--- src/rtl/bin2seg_display_if.sv ---
// Bus bundle for bin2seg_display: conversion handshake, BCD result and multiplexed display drive.
interface bin2seg_display_if;
  logic [7:0]  value;
  logic        load;
  logic        busy;
  logic        done;
  logic [11:0] bcd;
  logic [6:0]  seg_n;
  logic [2:0]  an_n;

  modport master (output value, load, input busy, done, bcd, seg_n, an_n);
  modport slave  (input value, load, output busy, done, bcd, seg_n, an_n);
endinterface

--- src/rtl/bin2seg_display.sv ---
// 8-bit binary to 3-digit BCD converter (double-dabble, 8 iterations) driving a
// time-multiplexed, active-low 7-segment display with optional leading-zero blanking.
module bin2seg_display #(
  parameter int unsigned REFRESH_DIV = 1000,
  parameter bit          BLANK_LZ    = 1'b1
) (
  input logic               clk,
  input logic               clr,
  bin2seg_display_if.slave  bus
);

  localparam int unsigned DivW = (REFRESH_DIV > 1) ? $clog2(REFRESH_DIV) : 1;
  localparam logic [DivW-1:0] DivLast = DivW'(REFRESH_DIV - 1);

  typedef enum logic [1:0] {StIdle, StConv, StDone} state_e;

  state_e         state_q, state_d;
  logic [19:0]    sr_q, sr_d, step;
  logic [2:0]     iter_q, iter_d;
  logic [11:0]    bcd_q, bcd_d;
  logic [DivW-1:0] div_q, div_d;
  logic [1:0]     dig_q, dig_d;
  logic [6:0]     seg_q, seg_d;
  logic [2:0]     an_q, an_d;
  logic [3:0]     nib;
  logic           blank;

  // One double-dabble iteration: add 3 to every BCD nibble >= 5, then shift left.
  function automatic logic [19:0] dabble(input logic [19:0] r);
    logic [19:0] t;
    t = r;
    if (t[11:8]  >= 4'd5) t[11:8]  = t[11:8]  + 4'd3;
    if (t[15:12] >= 4'd5) t[15:12] = t[15:12] + 4'd3;
    if (t[19:16] >= 4'd5) t[19:16] = t[19:16] + 4'd3;
    return {t[18:0], 1'b0};
  endfunction

  function automatic logic [6:0] enc(input logic [3:0] d);
    logic [6:0] s;
    case (d)
      4'd0:    s = 7'b1000000;
      4'd1:    s = 7'b1111001;
      4'd2:    s = 7'b0100100;
      4'd3:    s = 7'b0110000;
      4'd4:    s = 7'b0011001;
      4'd5:    s = 7'b0010010;
      4'd6:    s = 7'b0000010;
      4'd7:    s = 7'b1111000;
      4'd8:    s = 7'b0000000;
      4'd9:    s = 7'b0010000;
      default: s = 7'b1111111;
    endcase
    return s;
  endfunction

  always_comb begin
    state_d = state_q;
    sr_d    = sr_q;
    iter_d  = iter_q;
    bcd_d   = bcd_q;
    step    = dabble(sr_q);
    unique case (state_q)
      StIdle: begin
        if (bus.load) begin
          sr_d    = {12'd0, bus.value};
          iter_d  = 3'd0;
          state_d = StConv;
        end
      end
      StConv: begin
        sr_d   = step;
        iter_d = iter_q + 3'd1;
        if (iter_q == 3'd7) begin
          bcd_d   = step[19:8];
          state_d = StDone;
        end
      end
      StDone:  state_d = StIdle;
      default: state_d = StIdle;
    endcase
  end

  // Display path runs off the next-state digit and result so an_n and seg_n update together.
  always_comb begin
    div_d = div_q + DivW'(1);
    dig_d = dig_q;
    if (div_q == DivLast) begin
      div_d = '0;
      dig_d = (dig_q == 2'd2) ? 2'd0 : dig_q + 2'd1;
    end
    case (dig_d)
      2'd0: begin
        nib   = bcd_d[3:0];
        blank = 1'b0;
        an_d  = 3'b110;
      end
      2'd1: begin
        nib   = bcd_d[7:4];
        blank = BLANK_LZ && (bcd_d[11:4] == 8'd0);
        an_d  = 3'b101;
      end
      default: begin
        nib   = bcd_d[11:8];
        blank = BLANK_LZ && (bcd_d[11:8] == 4'd0);
        an_d  = 3'b011;
      end
    endcase
    seg_d = blank ? 7'b1111111 : enc(nib);
  end

  always_ff @(posedge clk) begin
    if (clr) begin
      state_q <= StIdle;
      sr_q    <= '0;
      iter_q  <= '0;
      bcd_q   <= '0;
      div_q   <= '0;
      dig_q   <= '0;
      seg_q   <= 7'b1000000;
      an_q    <= 3'b110;
    end else begin
      state_q <= state_d;
      sr_q    <= sr_d;
      iter_q  <= iter_d;
      bcd_q   <= bcd_d;
      div_q   <= div_d;
      dig_q   <= dig_d;
      seg_q   <= seg_d;
      an_q    <= an_d;
    end
  end

  assign bus.busy  = (state_q != StIdle);
  assign bus.done  = (state_q == StDone);
  assign bus.bcd   = bcd_q;
  assign bus.seg_n = seg_q;
  assign bus.an_n  = an_q;

endmodule

--- src/flat_wrapper.sv ---
// flat-port wrapper written by rule: the top's interface ports become plain ports
module bin2seg_display_flat 
#(
  parameter int unsigned REFRESH_DIV = 1000,
  parameter bit          BLANK_LZ    = 1'b1
)
  (clk, clr, bus_value, bus_load, bus_busy, bus_done, bus_bcd, bus_seg_n, bus_an_n);
  bin2seg_display_if bus_i ();
  input logic clk;
  input logic clr;
  input wire logic [$bits(bus_i.value)-1:0] bus_value;
  input wire logic [$bits(bus_i.load)-1:0] bus_load;
  output wire logic [$bits(bus_i.busy)-1:0] bus_busy;
  output wire logic [$bits(bus_i.done)-1:0] bus_done;
  output wire logic [$bits(bus_i.bcd)-1:0] bus_bcd;
  output wire logic [$bits(bus_i.seg_n)-1:0] bus_seg_n;
  output wire logic [$bits(bus_i.an_n)-1:0] bus_an_n;
  assign bus_i.value = bus_value;
  assign bus_i.load = bus_load;
  assign bus_busy = bus_i.busy;
  assign bus_done = bus_i.done;
  assign bus_bcd = bus_i.bcd;
  assign bus_seg_n = bus_i.seg_n;
  assign bus_an_n = bus_i.an_n;
  bin2seg_display #(.REFRESH_DIV(REFRESH_DIV), .BLANK_LZ(BLANK_LZ)) u_core (.clk(clk), .clr(clr), .bus(bus_i));
endmodule
--- config.mk ---
export PLATFORM = sky130hd
export DESIGN_NAME = bin2seg_display_flat
export DESIGN_NICKNAME = d
export VERILOG_FILES = /design/src/rtl/bin2seg_display_if.sv /design/src/rtl/bin2seg_display.sv /design/src/flat_wrapper.sv
export SDC_FILE = /design/constraint.sdc
export NUM_CORES = 1
export LEC_CHECK = 0
export BUFFER_PORTS_ARGS = -buffer_cell sky130_fd_sc_hd__buf_2
export CAP_MARGIN = 20
export CELL_PAD_IN_SITES_DETAIL_PLACEMENT = 0
export CELL_PAD_IN_SITES_GLOBAL_PLACEMENT = 2
export CORE_MARGIN = 2
export CORE_UTILIZATION = 38
export DETAILED_ROUTE_END_ITERATION = 10
export PLACE_DENSITY_LB_ADDON = 0.1
export SYNTH_ARGS = -nofsm -noshare
export SYNTH_HDL_FRONTEND = slang
export SYNTH_SLANG_ARGS = --single-unit
export TNS_END_PERCENT = 10
--- constraint.sdc ---
create_clock -name clk -period 8.4 [get_ports clk]
set_input_delay 1.26 -clock clk [delete_from_list [all_inputs] [get_ports clk]]
set_output_delay 1.26 -clock clk [all_outputs]
set_load 0.03 [all_outputs]
==> results of run 1 <==
worst max path at each step:
stage                                   start                              to  slack [ns]  cells past startpoint
6_report       u_core.state_q[0]$_SDFFE_PP0P_  u_core.bus.seg_n[0]$_SDFF_PP0_        4.74                     12
3_5_place_dp   u_core.state_q[0]$_SDFFE_PP0P_  u_core.bus.seg_n[3]$_SDFF_PP0_        4.79                     12
5_1_grt        u_core.state_q[0]$_SDFFE_PP0P_  u_core.bus.seg_n[0]$_SDFF_PP0_        4.37                     12
4_1_cts        u_core.state_q[0]$_SDFFE_PP0P_  u_core.bus.seg_n[0]$_SDFF_PP0_        4.78                     12
2_1_floorplan      u_core.div_q[0]$_SDFF_PP0_  u_core.bus.seg_n[0]$_SDFF_PP0_        5.47                     14
3_3_place_gp   u_core.state_q[0]$_SDFFE_PP0P_  u_core.bus.seg_n[0]$_SDFF_PP0_        4.96                     12
final cells by class:
type,count,area (um^2)
Clock buffer,11,141
Clock inverter,5,52.6
Fill cell,860,4600
Inverter,16,60.1
Multi-Input combinational cell,291,1840
Sequential cell,59,1180
Tap cell,105,131
Timing Repair Buffer,34,170
cell usage in the layout, fill, tap and decap left out, types with 3 or more instances in the layout:
cell type   n
nor2_1     67
xor2_1      3
mux2i_1     4
a211oi_1    4
inv_1      16
clkbuf_8   10
a21oi_1    33
a22oi_1     6
or2_2       4
and2_1      4
nor2b_1    11
xnor2_1     5
o221a_2     7
o21a_1      4
nor3_1      8
clkinv_2    3
o21ai_0    15
a2bb2oi_1   3
nand3_1    11
buf_2      34
dfxtp_1    59
ha_1       15
nand2_1    33
a31oi_1     6
nand2b_1    6
synth_stat cells, types with 7 or more instances:
| library cell | count |
|---|---|
| dfxtp_1 | 59 |
| nand2_1 | 33 |
| o21ai_0 | 15 |
| nor3_1 | 8 |
| nor2b_1 | 11 |
| o221a_2 | 7 |
| nor2_1 | 67 |
| ha_1 | 15 |
| a21oi_1 | 33 |
| nand3_1 | 11 |
| inv_1 | 16 |
| clkbuf_1 | 17 |
registers in the layout, indices dropped and copies added (netlist names):
register and count:
u_core.bus.an_n 3, u_core.bus.bcd 12, u_core.bus.seg_n 7, u_core.state_q 2
u_core.div_q 10, u_core.iter_q 3, u_core.dig_q 2, u_core.sr_q 20
critical path: stages (launching register included):
cell and delay [ns]:
dfxtp_1 0.74, nor2b_1 0.79, and2_1 0.42, a31oi_1 0.20, o21ai_1 0.13, o2111a_1 0.25
a21o_1 0.18, inv_1 0.10, ha_1 0.21, nand4_1 0.09, o21ai_0 0.08, a31oi_1 0.24
a31oi_1 0.12
through the flow:
stage	hold slack [ns]	cell area, um^2	setup slack [ns]	cells	utilization
after global placement	0.446	3380	4.96	505	0.414
after floorplan	0.430	3180	5.47	387	-
after global routing	0.516	3580	4.37	521	0.438
after CTS	0.476	3580	4.78	521	0.438
final	0.476	3580	4.74	521	0.438
after detailed placement	0.459	3380	4.79	505	0.414
metal layers:
layer | up-vias | GRT usage
li1 | 1402 | -
met1 | 1273 | 0.253
met2 | 56 | 0.287
met3 | 12 | 0.0316
met4 | 0 | 0.0714
met5 | - | 0
kinds of logic (layout without fill, tap and decap cells):
| family | after synthesis | after routing | share of synthesized area |
|---|---|---|---|
| DFF | 59 | 59 | 0.372 |
| muxes | 6 | 6 | 0.0209 |
| adders and majority gates | 15 | 15 | 0.0590 |
| and+or+nand+nor | 159 | 159 | 0.248 |
| AOI/OAI and AO/OA | 103 | 103 | 0.230 |
| xor gates and xnor gates | 8 | 8 | 0.0220 |
| buffers and inverters | 37 | 66 | 0.0492 |
report_power, final:
group / internal, mW / switching (mW) / leakage [nW]
Combinational: 0.0122 / 0.0179 / 0.891
Sequential: 0.285 / 0.00608 / 0.478
Clock: 0.144 / 0.116 / 0.0991
Total: 0.441 / 0.140 / 1.47
==> qor.txt, run 1 <==
Core ar.: 8180 um^2
Worst Path Class, Setup: reg -> reg
Area Overhead vs Synth: 12.6%
R2R cell count: 12
Initial antenna violation count: 0
Leak pwr: 1.47 nW
Netlist cell types: 62
Power Density: 162 nW/um^2
Worst rel slew slack: 0.404
ANT nets after route: 0
Hold_buf cts: 0
Hold Path Stages: 1
Ys async rst share: 0
Dpl hpwl: 5420 um
Yosys reg bits: 59
Final setup vio count: 0
Die height: 95.5 um
DIE WIDTH: 95.5 um
Routed via count: 2,743
Top Ports: 35
Max IR drop VDD: 0.0732 mV
R2R setup slack: 4.74 ns
Drt pass-1 iters: 4
Die ar.: 9110 um^2
Post-Synthesis Cells: 387
Hold path start: u_core.div_q[0]$_SDFF_PP0_
Drt wl/cell: 14.9 um
M1 WL: 3890 um
Metal3 WL: 289 um
Longest Clk Path Bufs: 2
Critical Path Source Type: register
Slew Limit Fails: 0
Clk sinks: 59
Mapped Avg Cell Area: 8.22 um^2
Post-CTS Setup Bufs: 0
Top Metal Used: met4
PortBufs: 34
Setup TNS Final: 0 ns
TritonCTS clock tree: yes
Nets: 437
Routability Congestion: 0.789
Net Count, Synth: 413
All-Layer GR Usage: 0.184
Initial core utilization: 0.389
WP data required: 8.61 ns
Max Cap Viol: 0
Fraction of layout cells with a size suffix above 1: 0.183
Status: complete, no violations
Fin crit period: 3.66 ns
Final hold viol count: 0
DR iter-0 viols: 124
Part of the cycle the worst path needs: 0.436
Worst Tran Pin Value: 0.892 ns
WP data arrival: 3.88 ns
Pwr Total: 581 uW
Largest net degree at the start of global routing: 39
Setup crit end kind: register
Worst min path class: reg -> reg
N_diodes: 0
DR vias/cell: 5.26
RSZ-0062 raised after global routing: no
Worst reg2reg startpoint: u_core.state_q[0]$_SDFFE_PP0P_
First-pass GRT wire length: 12,900 um
Synth area leaders: dfxtp_1 (37%), nor2_1 (7.9%), ha_1 (5.9%)
Post-synth EDFFs: 0
Synth top area share: 0.372
Sequential fraction of the synthesis area: 0.372
Vias in the first global route: 2,556
PostCTS Resize Cnt: 0
CTS H-tree lvls: 3
Hold Path Sink: u_core.div_q[0]$_SDFF_PP0_
CTS clk-pin slew, worst paths: 0.07 ns
Mapped cell area: 3180 um^2
R2R Path End: u_core.bus.seg_n[0]$_SDFF_PP0_
Skew final: 0.00943 ns
Cell taking the most area after synthesis: dfxtp_1
Synth Warn #: 0
Total global routing overflow: 0
CTS buffer count: 9
WL final: 7740 um
Ys flop type: dfxtp_1
Met2 WL: 3450 um
Row count: 33
Clock Latency Late Sink: 0.34 ns
DRC: 0
Peak Freq: 273 MHz
Root buffer cell: clkbuf_8
Crit Path Max Fanout: 22
Note: power is estimated with default switching activity, not from simulation.
==> run 2: changes to the inputs <==
--- a/config.mk
+++ b/config.mk
@@ -5,12 +5,13 @@
 export SDC_FILE = /design/constraint.sdc
 export NUM_CORES = 1
 export LEC_CHECK = 0
+export ABC_AREA = 1
 export BUFFER_PORTS_ARGS = -buffer_cell sky130_fd_sc_hd__buf_2
 export CAP_MARGIN = 20
 export CELL_PAD_IN_SITES_DETAIL_PLACEMENT = 0
 export CELL_PAD_IN_SITES_GLOBAL_PLACEMENT = 2
 export CORE_MARGIN = 2
-export CORE_UTILIZATION = 38
+export CORE_UTILIZATION = 33
 export DETAILED_ROUTE_END_ITERATION = 10
 export PLACE_DENSITY_LB_ADDON = 0.1
 export SYNTH_ARGS = -nofsm -noshare
==> constraint.sdc (replaced) <==
create_clock -name clk -period 3.76 [get_ports clk]
set_input_delay 0.564 -clock clk [delete_from_list [all_inputs] [get_ports clk]]
set_output_delay 0.564 -clock clk [all_outputs]
set_load 0.03 [all_outputs]
==> run 2 against run 1 <==
Effect of this change:
- worst setup slack worse by 3.7 ns
- die area rose by 10%
- power grew 110%
- clock skew decreased by 0.0028 ns
- sequential cell count did not move
- critical endpoint is now u_core.bus.seg_n[3]$_SDFF_PP0_
- highest routed layer unchanged
==> qor.txt, run 2 <==
Longest Clk Path Bufs: 2
Mapped Avg Cell Area: 7.27 um^2
Vias in the first global route: 2,678
PostCTS Resize Cnt: 0
Sequential share of power: 0.521
Final Util: 0.387
Synth Warn #: 0
CTS clk-pin slew, worst paths: 0.07 ns
Largest register FFs: 20
Comb pwr share: 0.052
TritonCTS clock tree: yes
Skew final: 0.00662 ns
Ys async rst share: 0
PortBufs: 34
RSZ-0062 raised after global routing: no
Max Cap Viol: 0
Worst rel slew slack: 0.632
Status: complete, no violations
Drt wl/cell: 13.2 um
Post-CTS Setup Bufs: 0
Die height: 100 um
Worst min path class: reg -> reg
Nets: 485
Initial core utilization: 0.336
Clock Latency Late Sink: 0.33 ns
Reg with most FFs: u_core.sr_q
Setup TNS Final: 0 ns
Setup crit end kind: register
Slew Limit Fails: 0
Mapped cell area: 3060 um^2
Crit Path Max Fanout: 10
Clock network power share: 0.427
ANT nets after route: 0
Routed via count: 2,694
Power Density: 352 nW/um^2
Core ar.: 9110 um^2
Worst Tran Pin Value: 0.552 ns
Area Overhead vs Synth: 15.2%
Worst Path Class, Setup: reg -> reg
Final hold viol count: 0
Max IR drop VDD: 0.126 mV
WL final: 7580 um
DR vias/cell: 4.69
WP data arrival: 2.92 ns
Most common cell after layout, fill and taps aside: nand2_1
Row count: 35
First-pass GRT wire length: 12,900 um
Net Count, Synth: 447
Total global routing overflow: 0
All-Layer GR Usage: 0.163
Routability Congestion: 0.794
Synth cell count leaders: nand2_1 (92), dfxtp_1 (59), inv_1 (50)
Net Switching: 294 uW
Most frequent cell after synthesis: nand2_1
Part of the cycle the worst path needs: 0.722
Post-Synthesis Cells: 421
Largest net degree at the start of global routing: 38
Yosys reg bits: 59
Hold_buf cts: 0
Sequential fraction of the synthesis area: 0.386
Fraction of layout cells with a size suffix above 1: 0.199
CTS buffer count: 9
DRC: 0
Drt pass-1 iters: 4
Dpl hpwl: 5590 um
WP data required: 3.96 ns
Ys flop type: dfxtp_1
Die ar.: 10,100 um^2
Critical Path Source Type: register
Root buffer cell: clkbuf_8
DIE WIDTH: 100 um
DR iter-0 viols: 109
Peak Freq: 368 MHz
Synth area leaders: dfxtp_1 (39%), nand2_1 (11%), ha_1 (6.1%)
Post-synth EDFFs: 0
Cell-internal power: 947 uW
Synth top area share: 0.386
Fin crit period: 2.71 ns
Top Ports: 35
Netlist cell types: 30
Sw Ratio: 0.237
Initial antenna violation count: 0
Leak pwr: 1.64 nW
N_diodes: 0
Final setup vio count: 0
Cell taking the most area after synthesis: dfxtp_1
CTS H-tree lvls: 3
Most frequent cells in the layout: nand2_1 (92), dfxtp_1 (59), inv_1 (50)
Clk sinks: 59
==> run 2: changes by cell type after synthesis, moves of 11 or more <==
| cell | before | now |
|---|---|---|
| nor2b_1 | 11 | 0 |
| nand4_1 | 1 | 14 |
| nand2_2 | 0 | 13 |
| nor2_1 | 67 | 44 |
| nand3_1 | 11 | 30 |
| nand2_1 | 33 | 92 |
| inv_1 | 16 | 50 |
==> run 2: layout make-up <==
type	instances	area, um^2
multi-input combinational	293	1610
fill	992	5590
clock inverter	2	10.0
tap	111	139
inverter	59	226
timing repair buffer	37	193
clock buffer	13	169
sequential	59	1180
==> run 2: logic make-up (layout without fill, tap and decap cells) <==
family | after synthesis | count (layout) | share of synthesized area
adder cells (fa/ha/maj) | 15 | 15 | 0.0613
AND/OR/NAND/NOR | 214 | 214 | 0.347
AO/OA/AOI/OAI | 61 | 61 | 0.108
flip-flops | 59 | 59 | 0.386
buffers and inverters | 69 | 111 | 0.0892
XOR/XNOR | 3 | 3 | 0.00859
==> run 2: per-layer routing <==
layer | up-vias | routed length, um | track usage
met2 | 50 | 3180 | 0.249
li1 | 1434 | - | -
met1 | 1196 | 3970 | 0.224
met5 | - | 0 | 0
met3 | 14 | 279 | 0.0306
met4 | 0 | 154 | 0.0748
==> run 2: critical path, stage by stage (launching register included) <==
cell	delay, ns
dfxtp_1	0.36
ha_1	0.16
ha_1	0.32
nand2_2	0.13
nor2_4	0.25
inv_4	0.12
nand2_1	0.07
o21ai_0	0.11
nand3_1	0.13
nand3_1	0.17
inv_1	0.17
ha_1	0.24
inv_1	0.06
nand2_2	0.05
inv_1	0.06
nor2_2	0.04
nor2_1	0.09
nor2_1	0.04
==> run 2: through the flow <==
stage / power, mW / instance area [um^2] / worst slack (ns) / cells / hold WS, ns
after floorplan: 0.702 / 3060 / 1.51 / 421 / 0.418
after global placement: 0.726 / 3340 / 1.22 / 559 / 0.428
after detailed placement: 0.726 / 3340 / 1.11 / 559 / 0.440
after CTS: 1.27 / 3520 / 1.08 / 574 / 0.453
after global routing: 1.30 / 3520 / 0.774 / 574 / 0.473
final: 1.24 / 3520 / 1.05 / 574 / 0.448
==> run 2: path summary, 6_finish.rpt <==
| check | endpoint | depth (start not counted) | slack (ns) | start |
|---|---|---|---|---|
| setup / recovery | u_core.bus.seg_n[3]$_SDFF_PP0_ | 17 | 1.05 | u_core.iter_q[0]$_SDFFE_PP0P_ |
| hold / removal | u_core.div_q[0]$_SDFF_PP0_ | 1 | 0.45 | u_core.div_q[0]$_SDFF_PP0_ |
| setup reg to reg | u_core.bus.seg_n[3]$_SDFF_PP0_ | 17 | 1.05 | u_core.iter_q[0]$_SDFFE_PP0P_ |
| hold reg to reg | u_core.div_q[0]$_SDFF_PP0_ | 1 | 0.45 | u_core.div_q[0]$_SDFF_PP0_ |
==> run 2: power by group through the flow <==
stage	combinational [mW]	clock [mW]	sequential (mW)
floorplan	0.0443	0	0.658
detailed placement	0.0658	0	0.661
global placement	0.0658	0	0.660
global route	0.0742	0.576	0.648
CTS	0.0657	0.555	0.647
finish	0.0650	0.529	0.647
==> run 3: changes to the inputs <==
--- a/config.mk
+++ b/config.mk
@@ -5,13 +5,13 @@
 export SDC_FILE = /design/constraint.sdc
 export NUM_CORES = 1
 export LEC_CHECK = 0
-export ABC_AREA = 1
+export ABC_AREA = 0
 export BUFFER_PORTS_ARGS = -buffer_cell sky130_fd_sc_hd__buf_2
 export CAP_MARGIN = 20
 export CELL_PAD_IN_SITES_DETAIL_PLACEMENT = 0
 export CELL_PAD_IN_SITES_GLOBAL_PLACEMENT = 2
 export CORE_MARGIN = 2
-export CORE_UTILIZATION = 33
+export CORE_UTILIZATION = 35
 export DETAILED_ROUTE_END_ITERATION = 10
 export PLACE_DENSITY_LB_ADDON = 0.1
 export SYNTH_ARGS = -nofsm -noshare
==> constraint.sdc (replaced) <==
create_clock -name clk -period 2.85 [get_ports clk]
set_input_delay 0.4275 -clock clk [delete_from_list [all_inputs] [get_ports clk]]
set_output_delay 0.4275 -clock clk [all_outputs]
set_load 0.03 [all_outputs]
==> run 3 against run 2 <==
Effect of this change:
- first-iteration DRC count down 41%
- non-clock buffer count up 33
- count of clock-buffer cells in the layout unchanged
- final cell count down 2.3%
- hold slack better by 0.024 ns
- global-route usage up 0.74 points
- power up 52%
- critical path depth down 6
- via count up 6.2%
==> qor.txt, run 3 (synthesis gave the netlist of run 1 again) <==
Worst Path Class, Setup: reg -> reg
Core ar.: 8760 um^2
Pwr Total: 1.88 mW
DR vias/cell: 5.10
Sw Ratio: 0.216
WP data required: 3.02 ns
Multi-input logic area: 1940 um^2
Part of the cycle the worst path needs: 0.940
WP data arrival: 2.85 ns
Clock network power share: 0.490
Fraction of layout cells with a size suffix above 1: 0.280
Setup slack after layout: 0.171 ns
TritonCTS clock tree: yes
WL final: 8140 um
Worst path bufs/invs: 2
Most frequent cells in the layout: nor2_1 (67), dfxtp_1 (58), buf_4 (35)
Slowest stage delay, CP: 0.37 ns
Register area: 1180 um^2
DRC: 0
Top Ports: 35
Slew Limit Fails: 0
Initial antenna violation count: 0
Die height: 99.3 um
Crit Path Max Fanout: 11
DIE WIDTH: 99.3 um
Row count: 34
CTS H-tree lvls: 3
WP depth: 11
Routed via count: 2,862
Fin crit period: 2.68 ns
Vias in the first global route: 2,739
Leak pwr: 1.68 nW
Clk sinks: 59
Worst Tran Pin Value: 0.569 ns
Comb pwr share: 0.056
Skew final: 0.00757 ns
Setup crit end kind: register
Place WS: 0.0201 ns
Reg with most FFs: u_core.sr_q
Worst rel slew slack: 0.619
Max stage delay cell, worst path: dfxtp_1
Largest register FFs: 20
Die ar.: 9860 um^2
Critical Path Source Type: register
Non-Filler Instances: 561
All-Layer GR Usage: 0.171
Hold Path Stages: 2
Dpl cells: 540
Power Density: 469 nW/um^2
DR iter-0 viols: 64
Hold path start: u_core.sr_q[9]$_SDFFE_PP0P_
Drt pass-1 iters: 4
Total global routing overflow: 0
Largest net degree at the start of global routing: 38
First-pass GRT wire length: 13,500 um
Routability Congestion: 0.799
Most common cell after layout, fill and taps aside: nor2_1
Max IR drop VDD: 0.263 mV
Final setup vio count: 0
N_diodes: 0
ANT nets after route: 0
Worst setup startpoint: u_core.iter_q[0]$_SDFFE_PP0P_
Filler cells: 902
Worst min path class: reg -> reg
Final hold viol count: 0
R2R Path End: u_core.bus.seg_n[6]$_SDFF_PP1_
Max Cap Viol: 0
Dpl hpwl: 5680 um
PortBufs: 34
Status: complete, no violations
Nets: 474
Longest Clk Path Bufs: 2
Worst path cell trace: ha_2, ha_4, nand3b_4, buf_6, buf_4, o31a_1, mux2_2, o221ai_4, a211o_4, a21boi_1, a41oi_1
Area Overhead vs Synth: 26.1%
Root buffer cell: clkbuf_8
Clock Latency Late Sink: 0.33 ns
Worst hold slack: 0.472 ns
Worst reg2reg startpoint: u_core.iter_q[0]$_SDFFE_PP0P_
CP delay by family, top: compound AO/OA/AOI/OAI gates
Hold Path Sink: u_core.sr_q[9]$_SDFFE_PP0P_
Sequential share of power: 0.454
R2R setup slack: 0.17 ns
Drt wl/cell: 14.5 um
CTS buffer count: 9
Peak Freq: 373 MHz
Cell-internal power: 1.47 mW
Initial core utilization: 0.363
CTS clk-pin slew, worst paths: 0.07 ns
R2R cell count: 11
Net Switching: 407 uW
==> run 3: cell count changes in the layout (fill, tap and decap cells not counted), sizes merged, moves of 12 or more <==
cell / previous run / this run
nand2: 108 / 33
inv: 59 / 16
buf: 37 / 70
nand3: 36 / 11
nor2: 53 / 68
nand4: 14 / 2
==> run 3: layout make-up <==
class / count / share of cell area
well taps: 108 / 0.0337
flip-flops and latches: 59 / 0.295
inverters: 16 / 0.0150
repair buffers: 70 / 0.111
clock buffers: 13 / 0.0446
multi-input cells: 292 / 0.484
clock inverters: 3 / 0.0169
==> run 3: power by group through the flow <==
stage	Combinational [mW]	Clock, mW	Sequential, mW
2_1_floorplan	0.0712	0	0.870
3_5_place_dp	0.105	0	0.872
3_3_place_gp	0.105	0	0.871
5_1_grt	0.119	0.995	0.856
6_report	0.106	0.921	0.854
4_1_cts	0.106	0.951	0.853
==> run 3: how the worst max path moves through the flow <==
| stage | to | slack, ns |
|---|---|---|
| after floorplan | u_core.bus.seg_n[0]$_SDFF_PP0_ | 0.03 |
| after global placement | u_core.bus.seg_n[6]$_SDFF_PP1_ | 0.05 |
| after detailed placement | u_core.bus.seg_n[6]$_SDFF_PP1_ | 0.02 |
| after CTS | u_core.bus.seg_n[6]$_SDFF_PP1_ | 0.0007 |
| after global routing | u_core.bus.seg_n[6]$_SDFF_PP1_ | -0.008 |
| final | u_core.bus.seg_n[6]$_SDFF_PP1_ | 0.17 |
==> run 3: stage by stage <==
stage | area (um^2) | setup TNS (ns) | util
2_1_floorplan | 3180 | 0 | -
3_3_place_gp | 3630 | 0 | 0.414
3_5_place_dp | 3630 | 0 | 0.414
4_1_cts | 3880 | 0 | 0.443
5_1_grt | 4010 | -0.00763 | 0.457
6_report | 4010 | 0 | 0.457
==> run 3: worst register-to-register path: cells and delay by family (launching register included) <==
kind / cells / cell delay, ns
flip-flops: 1 / 0.37
AO/OA/AOI/OAI: 5 / 1.01
AND/OR/NAND/NOR: 1 / 0.13
multiplexers: 1 / 0.33
adder cells (fa/ha/maj): 2 / 0.37
buffers and inverters: 2 / 0.32
==> run 3: repair_timing <==
item,in CTS,in global routing
buffers inserted,0,4
hold buffers,0,0
hold endpoints to repair,0,0
resized for setup,0,20
setup endpoints to repair,0,7
==> run 3: metal layers <==
metal,routed length (um),share of wire,track usage,vias to the layer above
met5,0,0,0,-
met4,36,0.0044,0.0537,0
met3,281,0.035,0.0316,2
met2,3540,0.43,0.255,51
met1,4280,0.53,0.249,1331
li1,-,-,-,1478
